### config.mk
export PLATFORM = sky130hd
export DESIGN_NAME = iqueue_reader
export DESIGN_NICKNAME = d
export VERILOG_FILES = /design/src/rtl/iqueue_reader_pkg.sv /design/src/rtl/iqueue_skid_fifo.sv /design/src/rtl/iqueue_reader.sv
export SDC_FILE = /design/constraint.sdc
export NUM_CORES = 1
export LEC_CHECK = 0
export CAP_MARGIN = 25
export CORE_MARGIN = 4
export CORE_UTILIZATION = 55
export CTS_CLUSTER_DIAMETER = 80
export DETAILED_ROUTE_END_ITERATION = 8
export GPL_TIMING_DRIVEN = 0
export PLACE_DENSITY = 0.79
export SLEW_MARGIN = 10
export SYNTH_ARGS = -nofsm -noshare
export SYNTH_HDL_FRONTEND = slang
export SYNTH_SLANG_ARGS = --single-unit
### constraint.sdc
create_clock -name clk -period 2.71 [get_ports clk]
set_input_delay 0.6775 -clock clk [delete_from_list [all_inputs] [get_ports clk]]
set_output_delay 0.6775 -clock clk [all_outputs]
set_load 0.05 [all_outputs]
### src/rtl/iqueue_reader_pkg.sv
// rtl/iqueue_reader_pkg.sv - shared instruction-queue sizing constants and ring helper
package iqueue_reader_pkg;

  localparam int IQUEUE_DEPTH      = 16;
  localparam int COMMON_BRAM_DELAY = 2;
  localparam int COE_WIDTH         = 32;
  localparam int IQUEUE_PTR_WIDTH  = $clog2(IQUEUE_DEPTH) + 1;

  typedef logic [IQUEUE_PTR_WIDTH-1:0] iq_ptr_t;

  // Ring index advance for arrays whose size need not be a power of two.
  function automatic int unsigned ring_next(input int unsigned idx, input int unsigned size);
    return (idx + 1 == size) ? 0 : idx + 1;
  endfunction

endpackage

### src/rtl/iqueue_skid_fifo.sv
// rtl/iqueue_skid_fifo.sv - register-array skid FIFO with sync clear for flush
module iqueue_skid_fifo
  import iqueue_reader_pkg::*;
#(
  parameter int DWIDTH     = 32,
  parameter int SKID_DEPTH = 4
) (
  input  logic                              clk,
  input  logic                              rst_n,
  input  logic                              clear,
  input  logic                              push,
  input  logic [DWIDTH-1:0]                 push_data,
  input  logic                              pop,
  output logic [$clog2(SKID_DEPTH+1)-1:0]   count,
  output logic [DWIDTH-1:0]                 head
);

  localparam int IW = (SKID_DEPTH > 1) ? $clog2(SKID_DEPTH) : 1;
  localparam int CW = $clog2(SKID_DEPTH + 1);

  logic [DWIDTH-1:0] mem [SKID_DEPTH];
  logic [IW-1:0]     rd_idx;
  logic [IW-1:0]     wr_idx;

  assign head = mem[rd_idx];

  // Push into a full FIFO is safe only alongside a pop: the slot written is the head being retired.
  always_ff @(posedge clk or negedge rst_n) begin
    if (!rst_n) begin
      rd_idx <= '0;
      wr_idx <= '0;
      count  <= '0;
      for (int i = 0; i < SKID_DEPTH; i++) mem[i] <= '0;
    end else if (clear) begin
      rd_idx <= '0;
      wr_idx <= '0;
      count  <= '0;
    end else begin
      if (push) begin
        mem[wr_idx] <= push_data;
        wr_idx      <= IW'(ring_next(32'(wr_idx), SKID_DEPTH));
      end
      if (pop) rd_idx <= IW'(ring_next(32'(rd_idx), SKID_DEPTH));
      count <= count + CW'(push) - CW'(pop);
    end
  end

endmodule

### src/rtl/iqueue_reader.sv
// rtl/iqueue_reader.sv - instruction queue read controller; IQUEUE_READER_PERF_EN adds stall_cnt
module iqueue_reader #(
  parameter int DWIDTH            = iqueue_reader_pkg::COE_WIDTH,
  parameter int DEPTH             = iqueue_reader_pkg::IQUEUE_DEPTH,
  parameter int AWIDTH            = $clog2(DEPTH),
  parameter int COMMON_BRAM_DELAY = iqueue_reader_pkg::COMMON_BRAM_DELAY,
  parameter int SKID_DEPTH        = COMMON_BRAM_DELAY + 2
) (
  input  logic              clk,
  input  logic              rst_n,
  input  logic [AWIDTH:0]   wr_ptr,
  output logic [AWIDTH:0]   rd_ptr,
  output logic [AWIDTH-1:0] ram_addrb,
  input  logic [DWIDTH-1:0] ram_doutb,
  input  logic              flush,
  output logic              inst_valid,
  input  logic              inst_ready,
  output logic [DWIDTH-1:0] inst_data
`ifdef IQUEUE_READER_PERF_EN
  ,
  output logic [31:0]       stall_cnt
`endif
);

  import iqueue_reader_pkg::*;

  localparam int CW = $clog2(SKID_DEPTH + 1);

  logic [COMMON_BRAM_DELAY-1:0] vpipe;
  logic [CW-1:0]                fifo_count;
  logic [CW-1:0]                inflight;
  logic                         issue;
  logic                         push;
  logic                         pop;

  // Credit counts every word already promised a FIFO slot, so a full FIFO plus a full pipe never overflows.
  assign inflight   = CW'($countones(vpipe));
  assign issue      = !flush && (rd_ptr != wr_ptr) &&
                      (({1'b0, inflight} + {1'b0, fifo_count}) < (CW+1)'(SKID_DEPTH));
  assign push       = vpipe[COMMON_BRAM_DELAY-1];
  assign inst_valid = (fifo_count != '0);
  assign pop        = inst_valid && inst_ready;
  assign ram_addrb  = rd_ptr[AWIDTH-1:0];

  always_ff @(posedge clk or negedge rst_n) begin
    if (!rst_n) begin
      rd_ptr <= '0;
      vpipe  <= '0;
    end else if (flush) begin
      rd_ptr <= wr_ptr;
      vpipe  <= '0;
    end else begin
      rd_ptr <= rd_ptr + (AWIDTH+1)'(issue);
      vpipe  <= (vpipe << 1) | COMMON_BRAM_DELAY'(issue);
    end
  end

  iqueue_skid_fifo #(
    .DWIDTH     (DWIDTH),
    .SKID_DEPTH (SKID_DEPTH)
  ) u_skid (
    .clk       (clk),
    .rst_n     (rst_n),
    .clear     (flush),
    .push      (push),
    .push_data (ram_doutb),
    .pop       (pop),
    .count     (fifo_count),
    .head      (inst_data)
  );

`ifdef IQUEUE_READER_PERF_EN
  always_ff @(posedge clk or negedge rst_n) begin
    if (!rst_n) begin
      stall_cnt <= '0;
    end else if (inst_valid && !inst_ready && (stall_cnt != '1)) begin
      stall_cnt <= stall_cnt + 32'd1;
    end
  end
`endif

endmodule

[Word-level counts from Yosys, hierarchy flattened]
Cells that the tools add are included.
Word-level totals
  bits in writable memories: 0
  bits in read-only memories: 0
  memories kept: 0
  input port bits: 41
  output and inout bits: 42
  register bits: 142
  word-level logic and storage cells: 51
  latch bits: 0
Cells by class
  multiplexer cells: 15
  bitwise operators: 4
  $lt $le $gt $ge: 4
  add/sub/neg operators: 7
  reduce and logical (&&, ||, !) cells: 9
  equality and inequality tests: 3
  $mul: 0
  div/mod/pow operators: 0
  shifts and indexed selects: 0
Operator list (count)
  bitwise mux 128 bit: 1
  two-way mux 32 bit: 3
  binary-select mux 32 bit (select 2 bit): 1
  demux 32 bit (select 2 bit): 1
  two-way mux 2 bit: 7
  adder 2 x 1 -> 3 bit (second input constant): 2
  == test 3 bit (second input constant): 2
  greater-or-equal comparator 3 bit (second input constant): 2
  NOT 2 -> 3 bit: 2
  adder 5 x 1 -> 5 bit: 1
  two-way mux 5 bit: 1
  inequality test 5 bit: 1
  adder 2 x 3 -> 4 bit: 1
  logical AND 1 bit: 4
  less-than comparator 4 x 3 -> 1 bit (second input constant): 1
  nonzero test 2 bit: 2
  adder 3 x 1 -> 3 bit: 1
  less-than comparator 3 x 1 -> 1 bit (second input constant): 1
  two-way mux 3 bit: 1
  nonzero test 3 bit: 1
  subtractor 3 x 1 -> 3 bit: 1
  adder 1 x 1 -> 2 bit: 1
  OR 2 x 1 -> 2 bit: 1
  AND reduction 2 bit: 1
  other kinds (2): 2

[Longest topological paths before layout]
  word-level depth: 6
  depth in mapped cells: 10

[Modules after synthesis]
A second synthesis with hierarchy kept.
Second synthesis, totals
  cell total of the unflattened synthesis: 387
  area total of the unflattened synthesis: 6811.5 µm²
Modules (own cells, without submodules)
  iqueue_skid_fifo: area each 6376.1 µm², cells each 346, times used 1
  iqueue_reader: area each 435.4 µm², cells each 41, times used 1

[Worst setup path before layout]
OpenSTA, ideal clock, no wires.
  path kind: register -> register
  from: reg u_skid.count[0]
  to: reg rd_ptr[4]
  library setup time: 0.083 ns
  cell stages (with the launch flop): 10
  arrival: 2.061 ns
  slack: 0.566 ns
  clock period less this slack: 2.144 ns
  cell sequence: dfrtp_1 -> ha_1 -> a21oi_1 -> o32a_1 -> a311oi_1 -> ha_1 -> ha_1 -> nand3_1 -> xor2_1 -> o21ai_0
Between the ends
  word-level cells in the longest chain between the ends: 5
RTL lines
  start, declared: line iqueue_skid_fifo.sv:14  | output logic [$clog2(SKID_DEPTH+1)-1:0] count,
  start signal, assigned: line iqueue_skid_fifo.sv:44  | count <= count + CW'(push) - CW'(pop);
  adder 2 x 3 -> 4 bit: line iqueue_reader.sv:39  | (({1'b0, inflight} + {1'b0, fifo_count}) < (CW+1)'(SKID_DEPTH));
  less-than comparator 4 x 3 -> 1 bit: line iqueue_reader.sv:39
  logical AND 1 bit: line iqueue_reader.sv:38  | assign issue = !flush && (rd_ptr != wr_ptr) &&
  adder 5 x 1 -> 5 bit: line iqueue_reader.sv:53  | rd_ptr <= rd_ptr + (AWIDTH+1)'(issue);
  two-way mux 5 bit: line iqueue_reader.sv:49  | end else if (flush) begin
  end signal, assigned: line iqueue_reader.sv:50  | rd_ptr <= wr_ptr;
  end signal, assigned: line iqueue_reader.sv:53
  end, declared: line iqueue_reader.sv:12  | output logic [AWIDTH:0] rd_ptr,
Every way passes these cells.
A chain may end at the register's enable or synchronous reset.

[Final worst setup path]
  from: reg u_skid.rd_idx[0]
  to: out inst_data[9]
Between the ends
  word-level cells in the longest chain between the ends: 4
RTL lines
  start, declared: line iqueue_skid_fifo.sv:22  | logic [IW-1:0] rd_idx;
  start signal, assigned: line iqueue_skid_fifo.sv:43  | if (pop) rd_idx <= IW'(ring_next(32'(rd_idx), SKID_DEPTH));
  NOT 2 -> 3 bit (implied by the code): line iqueue_skid_fifo.sv:25  | assign head = mem[rd_idx];
  binary-select mux 32 bit (select 2 bit): line iqueue_skid_fifo.sv:25
  two-way mux 32 bit (implied by the code) (2 in series): line iqueue_skid_fifo.sv:25
  end, declared: line iqueue_reader.sv:18  | output logic [DWIDTH-1:0] inst_data
Every way passes these cells. The select of a mux whose other input is x is not followed.

==> Implementation_results.wiki <==
{| class="wikitable"
! Metric !! Value
|-
| Die height || 116 µm
|-
| Via count || 3678
|-
| Die footprint || 13400 µm²
|-
| Number of global-route vias before repair || 3908
|-
| Synthesized Nets || 443
|-
| DRT antenna net count || 0
|-
| Detailed-route vias per instance || 5.68
|-
| Global placer's final weighted congestion || 0.751
|-
| Total overflow reported by the global router || 0
|-
| Final setup violating endpoints || 0
|-
| Crit path capture type || output port
|-
| Net switching power || 3.42 mW
|-
| Number of max-slew violations in the final report || 0
|-
| Worst supply voltage drop on vdd || 0.000863 V
|-
| Switching share of total power || 0.364
|-
| Count of synthesis-stage warnings from yosys || 0
|-
| Maximum root-to-sink buffer count || 2
|-
| Relative slew slack || 0.641
|-
| Power share of the combinational group || 0.396
|-
| Gate count of the mapped netlist || 391
|-
| Count of unresolved DRC violations after routing || 0
|-
| Number of buffers inserted to repair setup after CTS || 0
|-
| Worst Setup Start Kind || flop
|-
| TritonCTS Buffers || 17
|-
| Final Hold Vio Count || 0
|-
| Proportion of layout cells with a drive suffix above 1 || 0.495
|-
| Total wirelength of the detailed-routed design || 12.6 mm
|-
| Path category of the worst min-delay check || in2async
|-
| Number of maximum-capacitance constraint violations || 0
|-
| Cell Pwr Density || 1180 nW/µm²
|-
| Total standard cell area after synthesis || 6400 µm²
|-
| Multi-input gate area in the final layout || 2610 µm²
|-
| DRT Pass-1 Iters || 4
|-
| Mean routed wirelength per cell || 19.4 µm
|-
| Total negative slack || 0 ps
|-
| First DRT Iteration DRCs || 194
|-
| Origin of the worst setup path || u_skid.rd_idx[0]
|-
| Required time at the endpoint of the critical path || 2030 ps
|-
| Filler Cells Inserted || 807
|-
| H-tree levels || 4
|-
| Synthesized area divided by synthesized cell count || 16.4 µm²
|-
| First-pass GRT wire length || 20.4 mm
|-
| Clock sink count || 142
|-
| Highest clock rate || 0.371 GHz
|-
| Maximum clock skew at final layout || 4.93 ps
|-
| Period utilization || 0.995
|-
| Arr. time, crit path || 2020 ps
|-
| Unrepaired setup endpoints after global routing || yes
|-
| Most common cell after layout, fill and taps aside || dfrtp_1
|-
| Worst slew pin tran || 541 ps
|-
| CP Max Fanout || 10
|-
| Row cnt || 39
|-
| WS Path Type || reg2out
|-
| Global-route usage over all layers || 0.204
|-
| Register area || 3550 µm²
|-
| Cell internal power dissipation || 5.98 mW
|-
| Initial standard-cell utilization of the core || 0.561
|-
| Commonest cells after routing, fill and taps aside || 142 x dfrtp_1, 130 x mux2_2, 47 x clkdlybuf4s50_1
|-
| Share of total power in the clock network || 0.280
|-
| Core region area || 11400 µm²
|-
| I/O Pins || 83
|-
| Flip-flop and latch count after synthesis || 142
|-
| Chip Width || 116 µm
|-
| Worst skew pair latency || 410 ps
|-
| Antenna cells || 0
|-
| Clock edge transition at the registers on the reported setup and hold paths || 60 ps
|-
| CTS tree || built
|-
| Maximum number of pins on one net before global-route repair || 96
|-
| Number of input and output port buffers inserted || 81
|-
| Detailed-placement wirelength estimate || 8.29 mm
|-
| Placed Instances || 616
|-
| Final critical-path required period || 2700 ps
|-
| NumNets Final || 544
|-
| Initial antenna violation count || 0
|-
| Static leakage power || 3.75 nW
|-
| Reg-to-Reg Start || u_skid.count[0]
|-
| Fraction of power consumed by sequential logic || 0.324
|-
| Root buffer cell || clkbuf_16
|-
| Outcome || finished clean
|-
| Number of cells in the finished layout apart from fillers || 648
|-
| Sequential fraction of the synthesis area || 0.555
|-
| Area grow syn2layout || 24.7%
|-
| Distinct cells, synth || 25
|}
-- what timing repair did --
item / 4_1_cts / 5_1_grt
endpoints found under the hold margin: 0 / 0
resized for setup: 79 / 57
setup endpoints to repair: 32 / 29
hold buffers: 0 / 0
cloned: 0 / 0
-- synthesized netlist by cell type --
cell | n | area [µm²]
dfrtp_1 | 142 | 3550
nor3_1 | 1 | 5.00
o31a_1 | 1 | 8.76
a311oi_1 | 2 | 17.5
mux4_2 | 32 | 721
nor2b_4 | 1 | 13.8
mux2_2 | 130 | 1460
xor2_1 | 6 | 52.6
fa_1 | 1 | 20.0
nand2_1 | 9 | 33.8
o21ai_0 | 3 | 15.0
mux2i_1 | 1 | 10.0
nand3_1 | 2 | 10.0
ha_1 | 10 | 125
clkbuf_1 | 2 | 7.51
buf_2 | 5 | 25.0
or3_1 | 1 | 6.26
inv_1 | 5 | 18.8
a21oi_1 | 1 | 5.00
nor2b_1 | 2 | 12.5
xnor2_1 | 6 | 52.6
buf_4 | 7 | 52.6
nor2_1 | 8 | 30.0
o32a_1 | 1 | 10.0
buf_6 | 12 | 135
-- final cells by class --
| class | count | share of cell area |
|---|---|---|
| Tap cell | 143 | 0.0224 |
| Timing Repair Buffer | 82 | 0.0881 |
| Inverter | 5 | 0.00235 |
| Sequential cell | 142 | 0.445 |
| Multi-Input combinational cell | 218 | 0.327 |
| Buffer | 26 | 0.0298 |
| Clock inverter | 12 | 0.0266 |
| Clock buffer | 20 | 0.0585 |
-- final timing paths --
path                       cells past startpoint             end  slack (ps)
max                                            4    inst_data[9]          10
min                                            1  u_skid.mem[84]         190
max reg2reg                                   10       rd_ptr[4]         390
min reg2reg                                    1  u_skid.mem[43]         500
max in group asynchronous                      2  u_skid.mem[31]        1710
min in group clk                               1  u_skid.mem[43]         500
-- registers in the layout, indices dropped and copies added (netlist names) --
register	flops
vpipe	2
u_skid.mem	128
u_skid.rd_idx	2
u_skid.wr_idx	2
u_skid.count	3
rd_ptr	5
-- stage by stage --
stage	area (µm²)	util	hold WS (ps)	power, mW	setup WS, ps
finish	7980	0.699	195	9.41	12.8
global route	7980	0.699	212	9.84	-81.8
CTS	8130	0.712	192	9.67	-120
detailed placement	7420	0.650	487	7.13	-155
global placement	7390	0.648	481	7.01	-4420
floorplan	6400	-	382	5.90	566
-- per-layer routing --
layer,track usage,routed length (µm),vias up
met1,0.261,5320,1942
met4,0.0619,181,0
met2,0.335,6440,83
met5,0,0,-
met3,0.0648,657,16
li1,-,-,1637
-- power groups by stage --
stage                     combinational (mW)  clock [mW]  sequential, mW
after floorplan                         2.88           0            3.01
after global placement                  4.00           0            3.01
after detailed placement                4.07           0            3.06
after CTS                               3.94        2.69            3.04
after global routing                    3.95        2.79            3.10
final                                   3.73        2.64            3.04
-- worst max-delay path: stages, from the launching register on --
cell,delay (ps)
dfrtp_1,320
buf_4,190
buf_6,210
mux4_2,530
clkdlybuf4s15_2,350
-- kinds of logic after synthesis --
logic type | synth area share
xor gates and xnor gates | 0.0164
AOI/OAI and AO/OA | 0.00879
and+or+nand+nor | 0.0174
DFF | 0.555
buffers and inverters | 0.0373
adders and majority gates | 0.0227
muxes | 0.343
No activity file was read; power rests on OpenSTA's default activity.
